### src/rtl/imem_pkg.sv
// imem_pkg
// Shared constants and response record for the instruction fetch path.
// The program counter and the fetch side both import this package so the
// address and instruction widths stay in step across the interface.
//   ADDR_W     : word-address width (PC output width)
//   DATA_W     : instruction word width
//   imem_rsp_t : one response entry {addr, err, data}
package imem_pkg;

    localparam int ADDR_W = 6;
    localparam int DATA_W = 32;

    typedef struct packed {
        logic [ADDR_W-1:0] addr;
        logic              err;
        logic [DATA_W-1:0] data;
    } imem_rsp_t;

endpackage

### src/rtl/imem_responder_rsp_fifo.sv
// rsp_fifo
// Synchronous FIFO of imem_rsp_t entries, used as the response buffer of
// the instruction-memory responder.
// Ports:
//   clk        : clock, all state changes on posedge
//   reset_n    : asynchronous active-low reset (empties the FIFO)
//   push       : write push_data at the tail this cycle
//   push_data  : entry to write
//   pop        : remove the head this cycle (ignored while empty)
//   count      : number of valid entries, 0..DEPTH
//   head       : entry at the head; all zeros while empty
module rsp_fifo
    import imem_pkg::*;
#(
    parameter int DEPTH = 3
) (
    input  logic                           clk,
    input  logic                           reset_n,
    input  logic                           push,
    input  imem_rsp_t                      push_data,
    input  logic                           pop,
    output logic [$clog2(DEPTH+1)-1:0]     count,
    output imem_rsp_t                      head
);

    localparam int PTR_W = (DEPTH > 1) ? $clog2(DEPTH) : 1;
    localparam int CNT_W = $clog2(DEPTH + 1);
    localparam logic [CNT_W-1:0] FULL     = CNT_W'(DEPTH);
    localparam logic [PTR_W-1:0] LAST_PTR = PTR_W'(DEPTH - 1);

    imem_rsp_t        slots [DEPTH];
    logic [PTR_W-1:0] wr_ptr;
    logic [PTR_W-1:0] rd_ptr;
    logic [CNT_W-1:0] cnt;
    logic             do_push;
    logic             do_pop;

    function automatic logic [PTR_W-1:0] next_ptr(input logic [PTR_W-1:0] p);
        return (p == LAST_PTR) ? '0 : p + 1'b1;
    endfunction

    assign do_pop  = pop && (cnt != '0);
    // A push into a full FIFO is only accepted when the head leaves in the
    // same cycle; upstream flow control keeps this from ever being needed.
    assign do_push = push && ((cnt != FULL) || do_pop);

    // Entry storage carries no reset; the head is masked while empty.
    always_ff @(posedge clk) begin
        if (do_push) begin
            slots[wr_ptr] <= push_data;
        end
    end

    always_ff @(posedge clk or negedge reset_n) begin
        if (!reset_n) begin
            wr_ptr <= '0;
            rd_ptr <= '0;
            cnt    <= '0;
        end else begin
            if (do_push) begin
                wr_ptr <= next_ptr(wr_ptr);
            end
            if (do_pop) begin
                rd_ptr <= next_ptr(rd_ptr);
            end
            if (do_push && !do_pop) begin
                cnt <= cnt + 1'b1;
            end else if (do_pop && !do_push) begin
                cnt <= cnt - 1'b1;
            end
        end
    end

    assign count = cnt;
    assign head  = (cnt != '0) ? slots[rd_ptr] : '0;

endmodule

### src/rtl/imem_responder.sv
// imem_responder
// Memory side of the instruction fetch interface. Accepts word-address
// fetch requests, reads the instruction store in one registered stage and
// returns {addr, err, data} through a small response FIFO that absorbs
// consumer backpressure while sustaining one fetch per cycle.
// Ports:
//   clk       : clock
//   reset_n   : asynchronous active-low reset (store contents survive)
//   req_valid : fetch request present
//   req_ready : request accepted this cycle (registered state only)
//   req_addr  : word address to fetch
//   rsp_valid : response present at FIFO head
//   rsp_ready : consumer takes the head this cycle
//   rsp_data  : instruction word, 0 for out-of-range addresses
//   rsp_addr  : address the response belongs to
//   rsp_err   : requested address was >= DEPTH
//   ld_en     : write one word into the store
//   ld_addr   : load address, dropped if >= DEPTH
//   ld_data   : load data
// Address and data widths come from imem_pkg so they match the PC.
module imem_responder
    import imem_pkg::*;
#(
    parameter int DEPTH  = 64,
    parameter int FIFO_D = 3
) (
    input  logic              clk,
    input  logic              reset_n,
    input  logic              req_valid,
    output logic              req_ready,
    input  logic [ADDR_W-1:0] req_addr,
    output logic              rsp_valid,
    input  logic              rsp_ready,
    output logic [DATA_W-1:0] rsp_data,
    output logic [ADDR_W-1:0] rsp_addr,
    output logic              rsp_err,
    input  logic              ld_en,
    input  logic [ADDR_W-1:0] ld_addr,
    input  logic [DATA_W-1:0] ld_data
);

    localparam int CNT_W = $clog2(FIFO_D + 1);
    localparam int SUM_W = CNT_W + 1;
    localparam logic [ADDR_W:0]  DEPTH_L   = (ADDR_W + 1)'(DEPTH);
    localparam logic [SUM_W-1:0] OCC_LIMIT = SUM_W'(FIFO_D - 1);

    logic [DATA_W-1:0] mem [DEPTH];

    logic             accept;
    logic             req_in_range;
    logic             ld_in_range;
    logic             s1_valid;
    imem_rsp_t        s1_rsp;
    logic [CNT_W-1:0] fifo_count;
    imem_rsp_t        fifo_head;

    assign req_in_range = {1'b0, req_addr} < DEPTH_L;
    assign ld_in_range  = {1'b0, ld_addr} < DEPTH_L;

    // Accept only while the FIFO can hold every response already in
    // flight plus this one, so a stalled consumer never causes overflow.
    assign req_ready = reset_n &&
                       ((SUM_W'(fifo_count) + SUM_W'(s1_valid)) <= OCC_LIMIT);
    assign accept    = req_valid && req_ready;

    // Store is not reset. A load and a fetch of the same word in one cycle
    // returns the old word because the read below samples before the write.
    always_ff @(posedge clk) begin
        if (ld_en && ld_in_range) begin
            mem[ld_addr] <= ld_data;
        end
    end

    always_ff @(posedge clk or negedge reset_n) begin
        if (!reset_n) begin
            s1_valid <= 1'b0;
            s1_rsp   <= '0;
        end else begin
            s1_valid <= accept;
            if (accept) begin
                s1_rsp.addr <= req_addr;
                s1_rsp.err  <= !req_in_range;
                s1_rsp.data <= req_in_range ? mem[req_addr] : '0;
            end
        end
    end

    rsp_fifo #(
        .DEPTH (FIFO_D)
    ) u_rsp_fifo (
        .clk       (clk),
        .reset_n   (reset_n),
        .push      (s1_valid),
        .push_data (s1_rsp),
        .pop       (rsp_ready),
        .count     (fifo_count),
        .head      (fifo_head)
    );

    assign rsp_valid = (fifo_count != '0);
    assign rsp_data  = fifo_head.data;
    assign rsp_addr  = fifo_head.addr;
    assign rsp_err   = fifo_head.err;

endmodule

### config.mk
export PLATFORM = sky130hd
export DESIGN_NAME = imem_responder
export DESIGN_NICKNAME = d
export VERILOG_FILES = /design/src/rtl/imem_pkg.sv /design/src/rtl/imem_responder_rsp_fifo.sv /design/src/rtl/imem_responder.sv
export SDC_FILE = /design/constraint.sdc
export NUM_CORES = 2
export LEC_CHECK = 0
export CAP_MARGIN = 20
export CELL_PAD_IN_SITES_DETAIL_PLACEMENT = 0
export CELL_PAD_IN_SITES_GLOBAL_PLACEMENT = 1
export CORE_MARGIN = 2
export CORE_UTILIZATION = 55
export CTS_CLUSTER_SIZE = 25
export DETAILED_ROUTE_END_ITERATION = 7
export GPL_TIMING_DRIVEN = 0
export PLACE_DENSITY_LB_ADDON = 0.25
export SLEW_MARGIN = 20
export SYNTH_ARGS = -nofsm -noshare
export SYNTH_HDL_FRONTEND = slang
export SYNTH_SLANG_ARGS = --single-unit
export TNS_END_PERCENT = 1
### constraint.sdc
create_clock -name clk -period 5.4 [get_ports clk]
set_input_delay 1.08 -clock clk [delete_from_list [all_inputs] [get_ports clk]]
set_output_delay 1.08 -clock clk [all_outputs]
set_load 0.02 [all_outputs]
==> flow_metrics.tcl <==
set metrics [dict create \
    multi_input_area_mm2 0.0181 \
    period_minus_slack_ps 4390 \
    worstSetupPathType "reg2out" \
    synthTopCellsByArea "edfxtp_1, mux4_2, mux2_2, mux2i_1, dfrtp_1" \
    post-route-drc-count 0 \
    ctsResizeCount 0 \
    hp-class "in2async" \
    avgSynthCellArea_um2 21.2 \
    final_common_cell "edfxtp_1" \
    async_reset_ff_share_pct 2.04 \
    gr-total-overflow 0 \
    synth.top_cell.area_share_pct 76.5 \
    synth_fa_ha_area_share_pct 0.0590 \
    grt_max_degree 65 \
    cts.sinks 2207 \
    dr.first_iter.drc_count 5573 \
    p_leak_uw 0.0313 \
    portBuffers 81 \
    hold_viol 0 \
    num_io_pins 90 \
    synth-xor-area-share_pct 0.0310 \
    synth-simple-area-share_pct 2.22 \
    yosysSeqAreaShare_pct 77.9 \
    cts_hold_buffers 0 \
    routed_wl_mm 220 \
    grt_setup_unrepaired "no" \
    max-cap-violations 0 \
    cts_made_buffers 210 \
    cp-start-kind "register" \
    drive_gt1_share_pct 27.6 \
    critPathMaxFanout 5 \
    worst_ir_drop_vdd_mv 0.384 \
    reg2reg_slack_ps 1560 \
    tightest_slew_ps 1250 \
    vias 42500 \
    synthCells 4002 \
    die_w_um 397 \
    placed_cells 6237 \
    ant_nets 0 \
    clockBufferDepth 3 \
    max_freq_mhz 228 \
    initial_core_util_pct 55.2 \
    grt_pass1_vias 41500 \
    ys_types 41 \
    synth-edff-count 2162 \
    final_util_pct 63.7 \
    fin_worst_skew_ps 29.2 \
    slowest_delay_ps 620 \
    ys_seq_elements 2207 \
    clkTransAtPathRegs_ps 60 \
    final_cell_mix "edfxtp_1, mux4_2, mux2i_1, mux2_2, clkbuf_16" \
    relSlewSlack_pct 16.1 \
    postPlaceCellArea_mm2 0.0911 \
    cp_slowest_cell "clkdlybuf4s50_1" \
    stdcell_count 6633 \
    cp.required_ps 4320 \
    postCtsSetupRepairBufs 0 \
    place_congestion 0.962 \
    grt_use_total_pct 28.4 \
    synth_area_mm2 0.0848 \
    nFillCells 10100 \
    die_area_mm2 0.157 \
    synth_compound_area_share_pct 2.44 \
    grt_pass1_wl_mm 311 \
    setup_viol 0 \
    drv_slew 0 \
    synth_top_family_by_area "multiplexers" \
    syn_nets 4055 \
    cp.arrival_ps 3310 \
    yosysWarnings 0 \
    fin_nets 4458 \
    die_h_um 397 \
    clock_latency_ps 840 \
    core_area_mm2 0.154 \
    core.rowCount 144 \
    ff_latch_area_mm2 0.0660 \
    finalCritPeriodShare_pct 81.3 \
    whs_ps 185 \
    cp-end-kind "output pin" \
    synthFlopType "edfxtp_1" \
    dp_hpwl_mm 152 \
    run_status "completed" \
    area_growth_pct 15.4 \
    cts_tree "done" \
    wl_per_cell_um 33.2 \
    power_density_mw_per_mm2 384 \
    vias_per_cell 6.40 \
    htree_num_levels 4 \
    yosysTopAreaCell "edfxtp_1" \
    cts_root_buffer "clkbuf_16" \
    antenna_found_initial 17 \
    worstPathCellList "ha_1, inv_1, ha_1, nor3b_2, o21ai_0, inv_1, clkdlybuf4s50_1" \
    muxShareOfSynthArea_pct 16.0 \
    dr.pass1.iters 8 \
    design_area_mm2 0.0979 \
]
==> power by group <==
part	switching [uW]	leakage [uW]	total, uW	internal, uW
logic	2120	0.00798	3470	1340
clock network	6190	0.00327	14500	8300
registers	322	0.0200	19600	19300
total	8640	0.0313	37600	28900
==> per-stage QoR <==
step / setup WS (ps) / total power (uW) / TNS (ps)
global route: 881 / 38600 / 0
finish: 1010 / 37600 / 0
floorplan: 705 / 21700 / 0
CTS: 999 / 37700 / 0
detailed placement: 810 / 23400 / 0
global placement: -1730 / 23300 / -989660
==> area by class of cell <==
class / count / share of cell area, %
Antenna cell: 6 / 0.0153
Buffer: 228 / 1.17
Clock buffer: 278 / 5.74
Clock inverter: 112 / 1.17
Inverter: 6 / 0.0230
Multi-Input combinational cell: 1561 / 18.5
Sequential cell: 2207 / 67.5
Tap cell: 2044 / 2.61
Timing Repair Buffer: 191 / 3.24
==> flip-flops by register name, indices dropped and copies added (netlist names) <==
name               cells
u_rsp_fifo.count       2
u_rsp_fifo.slots     114
s1_valid               1
mem                 2048
u_rsp_fifo.rd_ptr      2
u_rsp_fifo.wr_ptr      2
s1_rsp                38
==> synthesized netlist by cell type (all sizes together) (3+ instances only) <==
cell type and number:
a222oi 31, nor3b 4, mux2i 229, a211oi 63, nand2 41, o211ai 35, mux4 388, nand4 33
nand3b 4, nor3 4, or3 32, nand2b 4, inv 6, nor2 241, buf 151, ha 4
dfrtp 45, o21ai 3, mux2 226, nor2b 34, nand3 7, clkbuf 77, edfxtp 2162, a21o 3
o22ai 125, a21oi 38
==> worst max-delay path: cells and delay by family, from the launching register on <==
kind / cells / cell delay, ps
adder cells (fa/ha/maj): 2 / 490
buffers and inverters: 3 / 800
flip-flops: 1 / 470
AND/OR/NAND/NOR: 1 / 380
AO/OA/AOI/OAI: 1 / 350
==> per-layer routing <==
layer | part of all wire (%) | track usage, % | vias to the layer above
met1 | 39 | 40.5 | 22300
met5 | 0.053 | 0 | -
met3 | 9.6 | 5.20 | 382
met4 | 4.2 | 11.0 | 14
met2 | 47 | 44.2 | 2307
li1 | - | - | 17500
==> cell families (layout without fill, tap and decap cells) <==
group | after synthesis | in the layout
adders and majority gates | 4 | 4
muxes | 843 | 843
xor gates and xnor gates | 3 | 3
buffers and inverters | 234 | 815
and+or+nand+nor | 410 | 410
other | 1 | 7
DFF | 2207 | 2207
AOI/OAI and AO/OA | 300 | 300
==> worst paths after layout <==
check / from / to / depth (start not counted)
worst min-delay path: reset_n / s1_rsp[36] / 1
worst min register to register: s1_rsp[37] / u_rsp_fifo.slots[2][36] / 0
min in group clk: s1_rsp[37] / u_rsp_fifo.slots[2][36] / 0
worst max-delay path: u_rsp_fifo.count[0] / req_ready / 7
worst max register to register: u_rsp_fifo.count[0] / s1_rsp[29] / 9
max in group asynchronous: reset_n / s1_rsp[25] / 2
No activity file was read; power rests on OpenSTA's default activity.
